### src/rtl/axil_pkg.sv
// Shared definitions for the AXI4-Lite command master: FSM encodings and
// response codes.
package axil_pkg;

  typedef enum logic [1:0] {
    W_IDLE = 2'd0,
    W_REQ  = 2'd1,
    W_RESP = 2'd2
  } wr_state_e;

  typedef enum logic [1:0] {
    R_IDLE = 2'd0,
    R_ADDR = 2'd1,
    R_DATA = 2'd2
  } rd_state_e;

  localparam logic [1:0] RESP_OKAY   = 2'b00;
  localparam logic [1:0] RESP_EXOKAY = 2'b01;
  localparam logic [1:0] RESP_SLVERR = 2'b10;
  localparam logic [1:0] RESP_DECERR = 2'b11;

  // SLVERR and DECERR both have bit 1 set.
  function automatic logic resp_is_err(input logic [1:0] resp);
    return resp[1];
  endfunction

endpackage

### src/rtl/axil_master_cmd_if.sv
// AXI4-Lite AW/W/B/AR/R channel bundle with master and slave views.
interface axil_master_cmd_if #(
  parameter int ADDR_WIDTH = 32,
  parameter int DATA_WIDTH = 32
);
  localparam int STRB_W = DATA_WIDTH / 8;

  logic [ADDR_WIDTH-1:0] awaddr;
  logic [2:0]            awprot;
  logic                  awvalid;
  logic                  awready;
  logic [DATA_WIDTH-1:0] wdata;
  logic [STRB_W-1:0]     wstrb;
  logic                  wvalid;
  logic                  wready;
  logic [1:0]            bresp;
  logic                  bvalid;
  logic                  bready;
  logic [ADDR_WIDTH-1:0] araddr;
  logic [2:0]            arprot;
  logic                  arvalid;
  logic                  arready;
  logic [DATA_WIDTH-1:0] rdata;
  logic [1:0]            rresp;
  logic                  rvalid;
  logic                  rready;

  modport master (
    output awaddr, awprot, awvalid, input awready,
    output wdata, wstrb, wvalid, input wready,
    input bresp, bvalid, output bready,
    output araddr, arprot, arvalid, input arready,
    input rdata, rresp, rvalid, output rready
  );

  modport slave (
    input awaddr, awprot, awvalid, output awready,
    input wdata, wstrb, wvalid, output wready,
    output bresp, bvalid, input bready,
    input araddr, arprot, arvalid, output arready,
    output rdata, rresp, rvalid, input rready
  );
endinterface

### src/rtl/axil_sat_counter.sv
// Saturating up-counter with synchronous clear that wins over increment.
module axil_sat_counter #(
  parameter int WIDTH = 8
) (
  input  logic             clk,
  input  logic             reset_n,
  input  logic             clr_i,
  input  logic             inc_i,
  output logic [WIDTH-1:0] cnt_o
);
  logic [WIDTH-1:0] cnt_q;
  logic [WIDTH-1:0] cnt_d;

  // Next count: clear first, then increment unless already saturated.
  always_comb begin
    cnt_d = cnt_q;
    if (clr_i) begin
      cnt_d = {WIDTH{1'b0}};
    end else if (inc_i && (cnt_q != {WIDTH{1'b1}})) begin
      cnt_d = cnt_q + WIDTH'(1'b1);
    end else begin
      cnt_d = cnt_q;
    end
  end

  // Count register.
  always_ff @(posedge clk or negedge reset_n) begin
    if (!reset_n) begin
      cnt_q <= {WIDTH{1'b0}};
    end else begin
      cnt_q <= cnt_d;
    end
  end

  assign cnt_o = cnt_q;
endmodule

### src/rtl/axil_master_cmd.sv
// AXI4-Lite master command front end: single write/read commands become
// AXI4-Lite transactions through independent write and read FSMs.
module axil_master_cmd
  import axil_pkg::*;
#(
  parameter int ADDR_WIDTH    = 32,
  parameter int DATA_WIDTH    = 32,
  parameter int ERR_CNT_WIDTH = 8
) (
  input  logic                     clk,
  input  logic                     reset_n,
  input  logic                     wr_cmd_valid,
  output logic                     wr_cmd_ready,
  input  logic [ADDR_WIDTH-1:0]    wr_cmd_addr,
  input  logic [DATA_WIDTH-1:0]    wr_cmd_data,
  input  logic [DATA_WIDTH/8-1:0]  wr_cmd_strb,
  input  logic [2:0]               wr_cmd_prot,
  output logic                     wr_done,
  output logic [1:0]               wr_done_resp,
  input  logic                     rd_cmd_valid,
  output logic                     rd_cmd_ready,
  input  logic [ADDR_WIDTH-1:0]    rd_cmd_addr,
  input  logic [2:0]               rd_cmd_prot,
  output logic                     rd_done,
  output logic [DATA_WIDTH-1:0]    rd_done_data,
  output logic [1:0]               rd_done_resp,
  input  logic                     err_clr,
  output logic [ERR_CNT_WIDTH-1:0] wr_err_cnt,
  output logic [ERR_CNT_WIDTH-1:0] rd_err_cnt,
  axil_master_cmd_if.master        m_axil
);
  localparam int STRB_W = DATA_WIDTH / 8;

  wr_state_e             wr_state_q, wr_state_d;
  logic [ADDR_WIDTH-1:0] awaddr_q, awaddr_d;
  logic [2:0]            awprot_q, awprot_d;
  logic [DATA_WIDTH-1:0] wdata_q, wdata_d;
  logic [STRB_W-1:0]     wstrb_q, wstrb_d;
  logic                  awvalid_q, awvalid_d;
  logic                  wvalid_q, wvalid_d;
  logic                  bready_q, bready_d;
  logic                  wr_done_q, wr_done_d;
  logic [1:0]            wr_resp_q, wr_resp_d;
  logic                  wr_err_inc_s;

  rd_state_e             rd_state_q, rd_state_d;
  logic [ADDR_WIDTH-1:0] araddr_q, araddr_d;
  logic [2:0]            arprot_q, arprot_d;
  logic                  arvalid_q, arvalid_d;
  logic                  rready_q, rready_d;
  logic                  rd_done_q, rd_done_d;
  logic [DATA_WIDTH-1:0] rd_data_q, rd_data_d;
  logic [1:0]            rd_resp_q, rd_resp_d;
  logic                  rd_err_inc_s;

  // Write FSM next state; AW and W valids retire independently.
  always_comb begin
    wr_state_d   = wr_state_q;
    awaddr_d     = awaddr_q;
    awprot_d     = awprot_q;
    wdata_d      = wdata_q;
    wstrb_d      = wstrb_q;
    awvalid_d    = awvalid_q;
    wvalid_d     = wvalid_q;
    bready_d     = bready_q;
    wr_done_d    = 1'b0;
    wr_resp_d    = wr_resp_q;
    wr_err_inc_s = 1'b0;
    case (wr_state_q)
      W_IDLE: begin
        if (wr_cmd_valid) begin
          awaddr_d   = wr_cmd_addr;
          awprot_d   = wr_cmd_prot;
          wdata_d    = wr_cmd_data;
          wstrb_d    = wr_cmd_strb;
          awvalid_d  = 1'b1;
          wvalid_d   = 1'b1;
          wr_state_d = W_REQ;
        end else begin
          wr_state_d = W_IDLE;
        end
      end
      W_REQ: begin
        if (awvalid_q && m_axil.awready) begin
          awvalid_d = 1'b0;
        end else begin
          awvalid_d = awvalid_q;
        end
        if (wvalid_q && m_axil.wready) begin
          wvalid_d = 1'b0;
        end else begin
          wvalid_d = wvalid_q;
        end
        if (!awvalid_d && !wvalid_d) begin
          bready_d   = 1'b1;
          wr_state_d = W_RESP;
        end else begin
          wr_state_d = W_REQ;
        end
      end
      W_RESP: begin
        if (m_axil.bvalid && bready_q) begin
          bready_d     = 1'b0;
          wr_done_d    = 1'b1;
          wr_resp_d    = m_axil.bresp;
          wr_err_inc_s = resp_is_err(m_axil.bresp);
          wr_state_d   = W_IDLE;
        end else begin
          wr_state_d = W_RESP;
        end
      end
      default: begin
        awvalid_d  = 1'b0;
        wvalid_d   = 1'b0;
        bready_d   = 1'b0;
        wr_state_d = W_IDLE;
      end
    endcase
  end

  // Write FSM registers.
  always_ff @(posedge clk or negedge reset_n) begin
    if (!reset_n) begin
      wr_state_q <= W_IDLE;
      awaddr_q   <= {ADDR_WIDTH{1'b0}};
      awprot_q   <= 3'b000;
      wdata_q    <= {DATA_WIDTH{1'b0}};
      wstrb_q    <= {STRB_W{1'b0}};
      awvalid_q  <= 1'b0;
      wvalid_q   <= 1'b0;
      bready_q   <= 1'b0;
      wr_done_q  <= 1'b0;
      wr_resp_q  <= 2'b00;
    end else begin
      wr_state_q <= wr_state_d;
      awaddr_q   <= awaddr_d;
      awprot_q   <= awprot_d;
      wdata_q    <= wdata_d;
      wstrb_q    <= wstrb_d;
      awvalid_q  <= awvalid_d;
      wvalid_q   <= wvalid_d;
      bready_q   <= bready_d;
      wr_done_q  <= wr_done_d;
      wr_resp_q  <= wr_resp_d;
    end
  end

  // Read FSM next state.
  always_comb begin
    rd_state_d   = rd_state_q;
    araddr_d     = araddr_q;
    arprot_d     = arprot_q;
    arvalid_d    = arvalid_q;
    rready_d     = rready_q;
    rd_done_d    = 1'b0;
    rd_data_d    = rd_data_q;
    rd_resp_d    = rd_resp_q;
    rd_err_inc_s = 1'b0;
    case (rd_state_q)
      R_IDLE: begin
        if (rd_cmd_valid) begin
          araddr_d   = rd_cmd_addr;
          arprot_d   = rd_cmd_prot;
          arvalid_d  = 1'b1;
          rd_state_d = R_ADDR;
        end else begin
          rd_state_d = R_IDLE;
        end
      end
      R_ADDR: begin
        if (arvalid_q && m_axil.arready) begin
          arvalid_d  = 1'b0;
          rready_d   = 1'b1;
          rd_state_d = R_DATA;
        end else begin
          rd_state_d = R_ADDR;
        end
      end
      R_DATA: begin
        if (m_axil.rvalid && rready_q) begin
          rready_d     = 1'b0;
          rd_done_d    = 1'b1;
          rd_data_d    = m_axil.rdata;
          rd_resp_d    = m_axil.rresp;
          rd_err_inc_s = resp_is_err(m_axil.rresp);
          rd_state_d   = R_IDLE;
        end else begin
          rd_state_d = R_DATA;
        end
      end
      default: begin
        arvalid_d  = 1'b0;
        rready_d   = 1'b0;
        rd_state_d = R_IDLE;
      end
    endcase
  end

  // Read FSM registers.
  always_ff @(posedge clk or negedge reset_n) begin
    if (!reset_n) begin
      rd_state_q <= R_IDLE;
      araddr_q   <= {ADDR_WIDTH{1'b0}};
      arprot_q   <= 3'b000;
      arvalid_q  <= 1'b0;
      rready_q   <= 1'b0;
      rd_done_q  <= 1'b0;
      rd_data_q  <= {DATA_WIDTH{1'b0}};
      rd_resp_q  <= 2'b00;
    end else begin
      rd_state_q <= rd_state_d;
      araddr_q   <= araddr_d;
      arprot_q   <= arprot_d;
      arvalid_q  <= arvalid_d;
      rready_q   <= rready_d;
      rd_done_q  <= rd_done_d;
      rd_data_q  <= rd_data_d;
      rd_resp_q  <= rd_resp_d;
    end
  end

  axil_sat_counter #(.WIDTH(ERR_CNT_WIDTH)) u_wr_err_cnt (
    .clk     (clk),
    .reset_n (reset_n),
    .clr_i   (err_clr),
    .inc_i   (wr_err_inc_s),
    .cnt_o   (wr_err_cnt)
  );

  axil_sat_counter #(.WIDTH(ERR_CNT_WIDTH)) u_rd_err_cnt (
    .clk     (clk),
    .reset_n (reset_n),
    .clr_i   (err_clr),
    .inc_i   (rd_err_inc_s),
    .cnt_o   (rd_err_cnt)
  );

  assign wr_cmd_ready   = (wr_state_q == W_IDLE);
  assign rd_cmd_ready   = (rd_state_q == R_IDLE);
  assign wr_done        = wr_done_q;
  assign wr_done_resp   = wr_resp_q;
  assign rd_done        = rd_done_q;
  assign rd_done_data   = rd_data_q;
  assign rd_done_resp   = rd_resp_q;
  assign m_axil.awaddr  = awaddr_q;
  assign m_axil.awprot  = awprot_q;
  assign m_axil.awvalid = awvalid_q;
  assign m_axil.wdata   = wdata_q;
  assign m_axil.wstrb   = wstrb_q;
  assign m_axil.wvalid  = wvalid_q;
  assign m_axil.bready  = bready_q;
  assign m_axil.araddr  = araddr_q;
  assign m_axil.arprot  = arprot_q;
  assign m_axil.arvalid = arvalid_q;
  assign m_axil.rready  = rready_q;
endmodule

### src/flat_wrapper.sv
// flat-port wrapper written by rule: the top's interface ports become plain ports
module axil_master_cmd_flat import axil_pkg::*;
#(
  parameter int ADDR_WIDTH    = 32,
  parameter int DATA_WIDTH    = 32,
  parameter int ERR_CNT_WIDTH = 8
)
  (clk, reset_n, wr_cmd_valid, wr_cmd_ready, wr_cmd_addr, wr_cmd_data, wr_cmd_strb, wr_cmd_prot, wr_done, wr_done_resp, rd_cmd_valid, rd_cmd_ready, rd_cmd_addr, rd_cmd_prot, rd_done, rd_done_data, rd_done_resp, err_clr, wr_err_cnt, rd_err_cnt, m_axil_awaddr, m_axil_awprot, m_axil_awvalid, m_axil_awready, m_axil_wdata, m_axil_wstrb, m_axil_wvalid, m_axil_wready, m_axil_bresp, m_axil_bvalid, m_axil_bready, m_axil_araddr, m_axil_arprot, m_axil_arvalid, m_axil_arready, m_axil_rdata, m_axil_rresp, m_axil_rvalid, m_axil_rready);
  axil_master_cmd_if #(.ADDR_WIDTH(ADDR_WIDTH), .DATA_WIDTH(DATA_WIDTH)) m_axil_i ();
  input  logic clk;
  input  logic reset_n;
  input  logic wr_cmd_valid;
  output logic wr_cmd_ready;
  input  logic [ADDR_WIDTH-1:0] wr_cmd_addr;
  input  logic [DATA_WIDTH-1:0] wr_cmd_data;
  input  logic [DATA_WIDTH/8-1:0] wr_cmd_strb;
  input  logic [2:0] wr_cmd_prot;
  output logic wr_done;
  output logic [1:0] wr_done_resp;
  input  logic rd_cmd_valid;
  output logic rd_cmd_ready;
  input  logic [ADDR_WIDTH-1:0] rd_cmd_addr;
  input  logic [2:0] rd_cmd_prot;
  output logic rd_done;
  output logic [DATA_WIDTH-1:0] rd_done_data;
  output logic [1:0] rd_done_resp;
  input  logic err_clr;
  output logic [ERR_CNT_WIDTH-1:0] wr_err_cnt;
  output logic [ERR_CNT_WIDTH-1:0] rd_err_cnt;
  output wire logic [$bits(m_axil_i.awaddr)-1:0] m_axil_awaddr;
  output wire logic [$bits(m_axil_i.awprot)-1:0] m_axil_awprot;
  output wire logic [$bits(m_axil_i.awvalid)-1:0] m_axil_awvalid;
  input wire logic [$bits(m_axil_i.awready)-1:0] m_axil_awready;
  output wire logic [$bits(m_axil_i.wdata)-1:0] m_axil_wdata;
  output wire logic [$bits(m_axil_i.wstrb)-1:0] m_axil_wstrb;
  output wire logic [$bits(m_axil_i.wvalid)-1:0] m_axil_wvalid;
  input wire logic [$bits(m_axil_i.wready)-1:0] m_axil_wready;
  input wire logic [$bits(m_axil_i.bresp)-1:0] m_axil_bresp;
  input wire logic [$bits(m_axil_i.bvalid)-1:0] m_axil_bvalid;
  output wire logic [$bits(m_axil_i.bready)-1:0] m_axil_bready;
  output wire logic [$bits(m_axil_i.araddr)-1:0] m_axil_araddr;
  output wire logic [$bits(m_axil_i.arprot)-1:0] m_axil_arprot;
  output wire logic [$bits(m_axil_i.arvalid)-1:0] m_axil_arvalid;
  input wire logic [$bits(m_axil_i.arready)-1:0] m_axil_arready;
  input wire logic [$bits(m_axil_i.rdata)-1:0] m_axil_rdata;
  input wire logic [$bits(m_axil_i.rresp)-1:0] m_axil_rresp;
  input wire logic [$bits(m_axil_i.rvalid)-1:0] m_axil_rvalid;
  output wire logic [$bits(m_axil_i.rready)-1:0] m_axil_rready;
  assign m_axil_awaddr = m_axil_i.awaddr;
  assign m_axil_awprot = m_axil_i.awprot;
  assign m_axil_awvalid = m_axil_i.awvalid;
  assign m_axil_i.awready = m_axil_awready;
  assign m_axil_wdata = m_axil_i.wdata;
  assign m_axil_wstrb = m_axil_i.wstrb;
  assign m_axil_wvalid = m_axil_i.wvalid;
  assign m_axil_i.wready = m_axil_wready;
  assign m_axil_i.bresp = m_axil_bresp;
  assign m_axil_i.bvalid = m_axil_bvalid;
  assign m_axil_bready = m_axil_i.bready;
  assign m_axil_araddr = m_axil_i.araddr;
  assign m_axil_arprot = m_axil_i.arprot;
  assign m_axil_arvalid = m_axil_i.arvalid;
  assign m_axil_i.arready = m_axil_arready;
  assign m_axil_i.rdata = m_axil_rdata;
  assign m_axil_i.rresp = m_axil_rresp;
  assign m_axil_i.rvalid = m_axil_rvalid;
  assign m_axil_rready = m_axil_i.rready;
  axil_master_cmd #(.ADDR_WIDTH(ADDR_WIDTH), .DATA_WIDTH(DATA_WIDTH), .ERR_CNT_WIDTH(ERR_CNT_WIDTH)) u_core (.clk(clk), .reset_n(reset_n), .wr_cmd_valid(wr_cmd_valid), .wr_cmd_ready(wr_cmd_ready), .wr_cmd_addr(wr_cmd_addr), .wr_cmd_data(wr_cmd_data), .wr_cmd_strb(wr_cmd_strb), .wr_cmd_prot(wr_cmd_prot), .wr_done(wr_done), .wr_done_resp(wr_done_resp), .rd_cmd_valid(rd_cmd_valid), .rd_cmd_ready(rd_cmd_ready), .rd_cmd_addr(rd_cmd_addr), .rd_cmd_prot(rd_cmd_prot), .rd_done(rd_done), .rd_done_data(rd_done_data), .rd_done_resp(rd_done_resp), .err_clr(err_clr), .wr_err_cnt(wr_err_cnt), .rd_err_cnt(rd_err_cnt), .m_axil(m_axil_i));
endmodule
### config.mk
export PLATFORM = sky130hd
export DESIGN_NAME = axil_master_cmd_flat
export DESIGN_NICKNAME = d
export VERILOG_FILES = /design/src/rtl/axil_pkg.sv /design/src/rtl/axil_master_cmd_if.sv /design/src/rtl/axil_sat_counter.sv /design/src/rtl/axil_master_cmd.sv /design/src/flat_wrapper.sv
export SDC_FILE = /design/constraint.sdc
export NUM_CORES = 1
export LEC_CHECK = 0
export BUFFER_PORTS_ARGS = -buffer_cell sky130_fd_sc_hd__buf_2
export CAP_MARGIN = 15
export CORE_AREA = 2 2 123 125
export CTS_CLUSTER_DIAMETER = 200
export DETAILED_ROUTE_END_ITERATION = 10
export DIE_AREA = 0 0 125 127
export GPL_TIMING_DRIVEN = 0
export PLACE_DENSITY = 0.8
export SYNTH_ARGS = -nofsm -noshare
export SYNTH_HDL_FRONTEND = slang
export SYNTH_HIERARCHICAL = 1
export SYNTH_SLANG_ARGS = --single-unit
export TNS_END_PERCENT = 30
### constraint.sdc
create_clock -name clk -period 3.7 [get_ports clk]
set_input_delay 0.185 -clock clk [delete_from_list [all_inputs] [get_ports clk]]
set_output_delay 0.185 -clock clk [all_outputs]
set_load 0.005 [all_outputs]
# Word-level counts from Yosys, hierarchy flattened
# Index checks and enable logic that the tools add are counted.
[totals]
in_bits = 152
elab_cells = 96
output_inout_bits = 167
reg_bits = 169
[classes]
n_reduce_logical = 22
n_eq_ne = 12
n_bitwise = 4
muxes = 36
add_sub_neg = 2
[op_table]
columns = ["op", "n"]
rows = [
  ["$mux 8", 4],
  ["$mux 1", 21],
  ["$add 8x1->8 const B", 2],
  ["$ne 8x8->1 const B", 2],
  ["$pmux 1 s3", 5],
  ["$pmux 2 s3", 2],
  ["$reduce_and 2->1", 5],
  ["$reduce_and 3->1", 3],
  ["$logic_and 1x1->1", 8],
  ["$mux 2", 4],
  ["$ne 2x1->1 const B", 4],
  ["$eq 2x1->1 const B", 2],
  ["$eq 2x2->1 const B", 2],
  ["$logic_not 2->1", 2],
  ["$ne 2x2->1 const B", 2],
  ["$not 1->1", 4],
  ["$reduce_bool 2->1", 2],
  ["$logic_not 1->1", 2],
]

# Logic depth before layout (Yosys ltp)
[logic_depth]
word_depth = 7
depth_mapped = 8
ltp_nobuf = 5

# By module
# The synthesis kept the hierarchy.
[modules_own_cells]
columns = ["mod", "seq_area_each_um2", "area_each_um2", "n_inst", "cells_each"]
rows = [
  ["axil_master_cmd", 3828.7, 5828.1, 1, 350],
  ["axil_sat_counter", 200.2, 464.2, 2, 49],
]

# Worst setup path before layout
# OpenSTA, ideal clock, no wires.
[synth_path]
path_kind = "reg-to-reg"
from = "register u_core.rd_state_q[0]"
to = "register u_core.u_rd_err_cnt.cnt_q[7] (netlist: u_core/u_rd_err_cnt/cnt_o[7])"
setup_slack_ps = 1761
period_less_slack_ps = 1939
required_ps = 3606
stages_incl_launch_ff = 9
setup_ps = 94
path_buffers = 3
t_arrival_ps = 1845
path_cell_list = "dfrtp_1 buf_4 nand4b_4 buf_2 nor2_1 buf_2 nand3_1 or3_1 a211oi_1"
[synth_via]
elab_chain_cells = 4
[synth_rtl]
columns = ["element", "line_no", "source"]
rows = [
  ["start: declaration", "axil_master_cmd.sv:46", "rd_state_e rd_state_q, rd_state_d;"],
  ["start signal: assignment", "axil_master_cmd.sv:211", "rd_state_q <= rd_state_d;"],
  ["$eq 2x2->1", "axil_master_cmd.sv:159", "case (rd_state_q)"],
  ["$mux 1", "axil_master_cmd.sv:159", ""],
  ["named net u_core.rd_err_inc_s", "axil_master_cmd.sv:54", "logic rd_err_inc_s;"],
  ["$logic_and 1x1->1", "axil_sat_counter.sv:19", "end else if (inc_i && (cnt_q != {WIDTH{1'b1}})) begin"],
  ["$reduce_bool 2->1 (no line)", "n/a", ""],
  ["end signal: assignment", "axil_sat_counter.sv:29", "cnt_q <= {WIDTH{1'b0}};"],
  ["end signal: assignment", "axil_sat_counter.sv:31", "cnt_q <= cnt_d;"],
  ["end: declaration", "axil_sat_counter.sv:11", "logic [WIDTH-1:0] cnt_q;"],
]
# The timed path passes the listed nets, and every way through them passes these cells.
# A chain may end at the register's enable or synchronous reset.

# Worst setup path after layout
# Same ends and word-level chain as after synthesis.

==> impl_metrics.yaml <==
run_status:
  status: "complete, no violations"
clocking:
  cts-root-buf: "clkbuf_16"
  clk_pin_slew_ps: 60
  cts_htree_levels: 4
  clock_latency_ps: 420
  post_cts_buffers: 0
  cts_tree: "done"
  cts_sinks: 169
  cts_buffers: 17
  clk_path_buf_depth: 2
placement:
  io_buffers: 318
  dp_hpwl_um: 12400
  placedCellCount: 951
  place_congestion: 0.759
power:
  ir_worst_vdd_uv: 407
  leakagePower_uw: 0.00525
  pwr-share-clk: 0.252
  swShare: 0.294
  p_sw_uw: 2290
  seq_power_share: 0.403
  p_int_uw: 5500
  p_comb_frac: 0.345
  p_per_area_nw_per_um2: 733
worst_setup_path:
  endpoint_kind: "register"
  cp_slowest_cell: "dfrtp_1"
  crit_arrival_ps: 2750
  critPathLaunchType: "register"
  rr_endpoint: "u_core/u_rd_err_cnt/cnt_o[7]"
  crit_path_start: "u_core/rd_state_q[0]"
  r2r_slack_ps: 1250
  crit_type: "reg -> reg"
  cp.required_ps: 4000
  crit_chain: "buf_4 > nand4b_4 > buf_2 > nor2_1 > buf_2 > nand3_1 > or3_1 > a211oi_1"
  slowest_delay_ps: 360
  cpMostUsedCell: "buf_2"
  r2r_start: "u_core/rd_state_q[0]"
  reg2regPathDepth: 8
  cp_max_fo: 10
timing:
  slew_headroom: 0.580
  rsz0062_at_grt: "no"
  timing.setup.tns_ps: 0
  period_needed_ps: 2450
  slew_violations: 0
  fin_worst_skew_ps: 7.95
  fin_crit_sh: 0.662
  worstMarginPinSlew_ps: 630
  hold_violations: 0
  timing.final.setup_violations: 0
  fmax_mhz: 408
detailed_routing:
  via_per_inst: 5.01
  ant_nets: 0
  wl_per_cell_um: 18.1
  route.detailed.drc: 0
  routed_wl_um: 20200
  vias: 5595
  first_pass_iters: 4
  first_iter_violations: 283
floorplanning:
  initial_core_util: 0.468
  rows: 44
  die_area_sq_um: 15900
  die_w_um: 125
  core_area_sq_um: 14400
  fp.dieH_um: 127
  pin_count: 319
synthesis:
  post_synth.cell_area_avg_sq_um: 15.1
  synth_largest_area_cell: "dfrtp_1"
  synth-seq-area-share: 0.626
  yosysWarnings: 6
  yosysTopAreaCellShare: 0.626
  synth_area_leaders: "dfrtp_1, mux2_2, mux2_1"
  ys_types: 42
  synth_cells: 448
  ys_ff_latch: 169
  synth_edf_count: 0
  synthArstFlopShare: 1.00
  netlist_area_sq_um: 6760
  synth_ff_type: "dfrtp_1"
  syn-num-nets: 602
finish:
  final_cell_mix: "buf_2, dfrtp_1, dlygate4sd3_1, mux2_2, mux2_1"
  n_antenna_cell: 0
  final_core_util: 0.737
  syn_to_final_growth_pct: 57.3
  layout_commonest_cell: "buf_2"
  nNetsFinal: 1075
  drive_above_1_share: 0.533
  finalNonFillerCells: 1117
hold_path:
  worstHoldStart: "rd_cmd_addr[31]"
  whs_endpoint: "u_core/m_axil.araddr[31]"
  hold_depth: 2
  hold_class: "in -> reg"
global_routing:
  grtUsageMet1: 0.282
  antenna_found_initial: 0
  grt_util_met3: 0.0712
  grt_max_degree: 89
  overflow: 0
  grt_pass1_wl_um: 32500
  grt_pass1_vias: 6273
  top_usage_layer: "met2"
  grtUsageMet2: 0.485
  track_usage: 0.261
job:
  max_cap_violations: 0
-- power groups by stage --
| stage | clock network [uW] | logic [uW] | registers [uW] |
|---|---|---|---|
| 2_1_floorplan | 0 | 1200 | 3180 |
| 3_3_place_gp | 0 | 2460 | 3070 |
| 3_5_place_dp | 0 | 2540 | 3120 |
| 4_1_cts | 2010 | 2660 | 3100 |
| 5_1_grt | 2090 | 2900 | 3240 |
| 6_report | 1960 | 2690 | 3140 |
-- worst max-delay path by stage --
stage / cells after the start / end / slack (ps)
final: 8 / u_core/u_rd_err_cnt/cnt_o[7] / 1250
after floorplan: 8 / u_core/u_rd_err_cnt/cnt_o[7] / 1760
after detailed placement: 8 / u_core/u_rd_err_cnt/cnt_o[7] / 1380
after global placement: 1 / u_core/m_axil.awaddr[0] / -170
after CTS: 8 / u_core/u_rd_err_cnt/cnt_o[7] / 1270
after global routing: 8 / u_core/u_rd_err_cnt/cnt_o[7] / 1050
-- layout make-up --
type,count,area [sq um]
well taps,184,230
clock inverters,10,189
repair buffers,454,2980
clock buffers,21,470
plain buffers,22,184
multi-input cells,249,2310
inverters,8,30.0
fillers,870,3800
flip-flops and latches,169,4230
-- cell usage after synthesis, drive strengths merged (3+ instances only) --
master and instances:
nor2 12, nor2b 7, nor3 9, mux2 146
dfrtp 169, buf 20, nand3 7, o21ai 4
nor3b 3, and4 4, and3 3, nand2b 8
a21oi 8, inv 8, nand2 7, o22ai 3
-- routing by layer --
layer / vias to the layer above / share of wire / routed length (um)
li1: 2546 / - / -
met1: 2744 / 0.37 / 7450
met2: 260 / 0.54 / 10900
met3: 45 / 0.062 / 1260
met4: 0 / 0.028 / 569
met5: - / 0 / 0
-- logic make-up (layout without fill, tap and decap cells) --
group	after synthesis	after routing	synth area share
multiplexers	148	148	0.246
AND/OR/NAND/NOR	70	70	0.0641
AO/OA/AOI/OAI	29	29	0.0283
flip-flops	169	169	0.626
buffers and inverters	30	515	0.0317
adder cells (fa/ha/maj)	2	2	0.00370
-- stage by stage --
| stage | setup slack (ps) | power, uW | instance area (sq um) | hold WS (ps) |
|---|---|---|---|---|
| finish | 1250 | 7790 | 10600 | 19.9 |
| global route | 1050 | 8230 | 10600 | 3.18 |
| CTS | 1270 | 7770 | 10600 | 0.815 |
| detailed placement | 1380 | 5660 | 8620 | 214 |
| global placement | -170 | 5530 | 8580 | 398 |
| floorplan | 1760 | 4380 | 6760 | -111 |
-- flip-flops by register name, indices dropped and copies added, names as in the netlist --
signal and cells:
u_core/m_axil.araddr 32, u_core/m_axil.awaddr 32, u_core/m_axil.wdata 32, u_core/rd_done_data 32
u_core/u_rd_err_cnt/cnt_o 8, u_core/u_wr_err_cnt/cnt_o 8, u_core/m_axil.wstrb 4, u_core/m_axil.arprot 3
u_core/m_axil.awprot 3, u_core/rd_done_resp 2, u_core/rd_state_q 2, u_core/wr_done_resp 2
u_core/wr_state_q 2, u_core/m_axil.arvalid 1, u_core/m_axil.awvalid 1, u_core/m_axil.bready 1
u_core/m_axil.rready 1, u_core/m_axil.wvalid 1, u_core/rd_done 1, u_core/wr_done 1
-- worst max-delay path: cells and delay by family, from the launching register on --
kind	cells	cell delay, ps
AND/OR/NAND/NOR	4	960
buffers and inverters	3	690
flip-flops	1	360
AO/OA/AOI/OAI	1	320
-- repair_timing --
action,CTS,global route
hold buffers,135,0
gates resized for setup,0,0
endpoints found under the hold margin,215,0
setup endpoints to repair,0,0
Power figures use the tool's default switching activity.
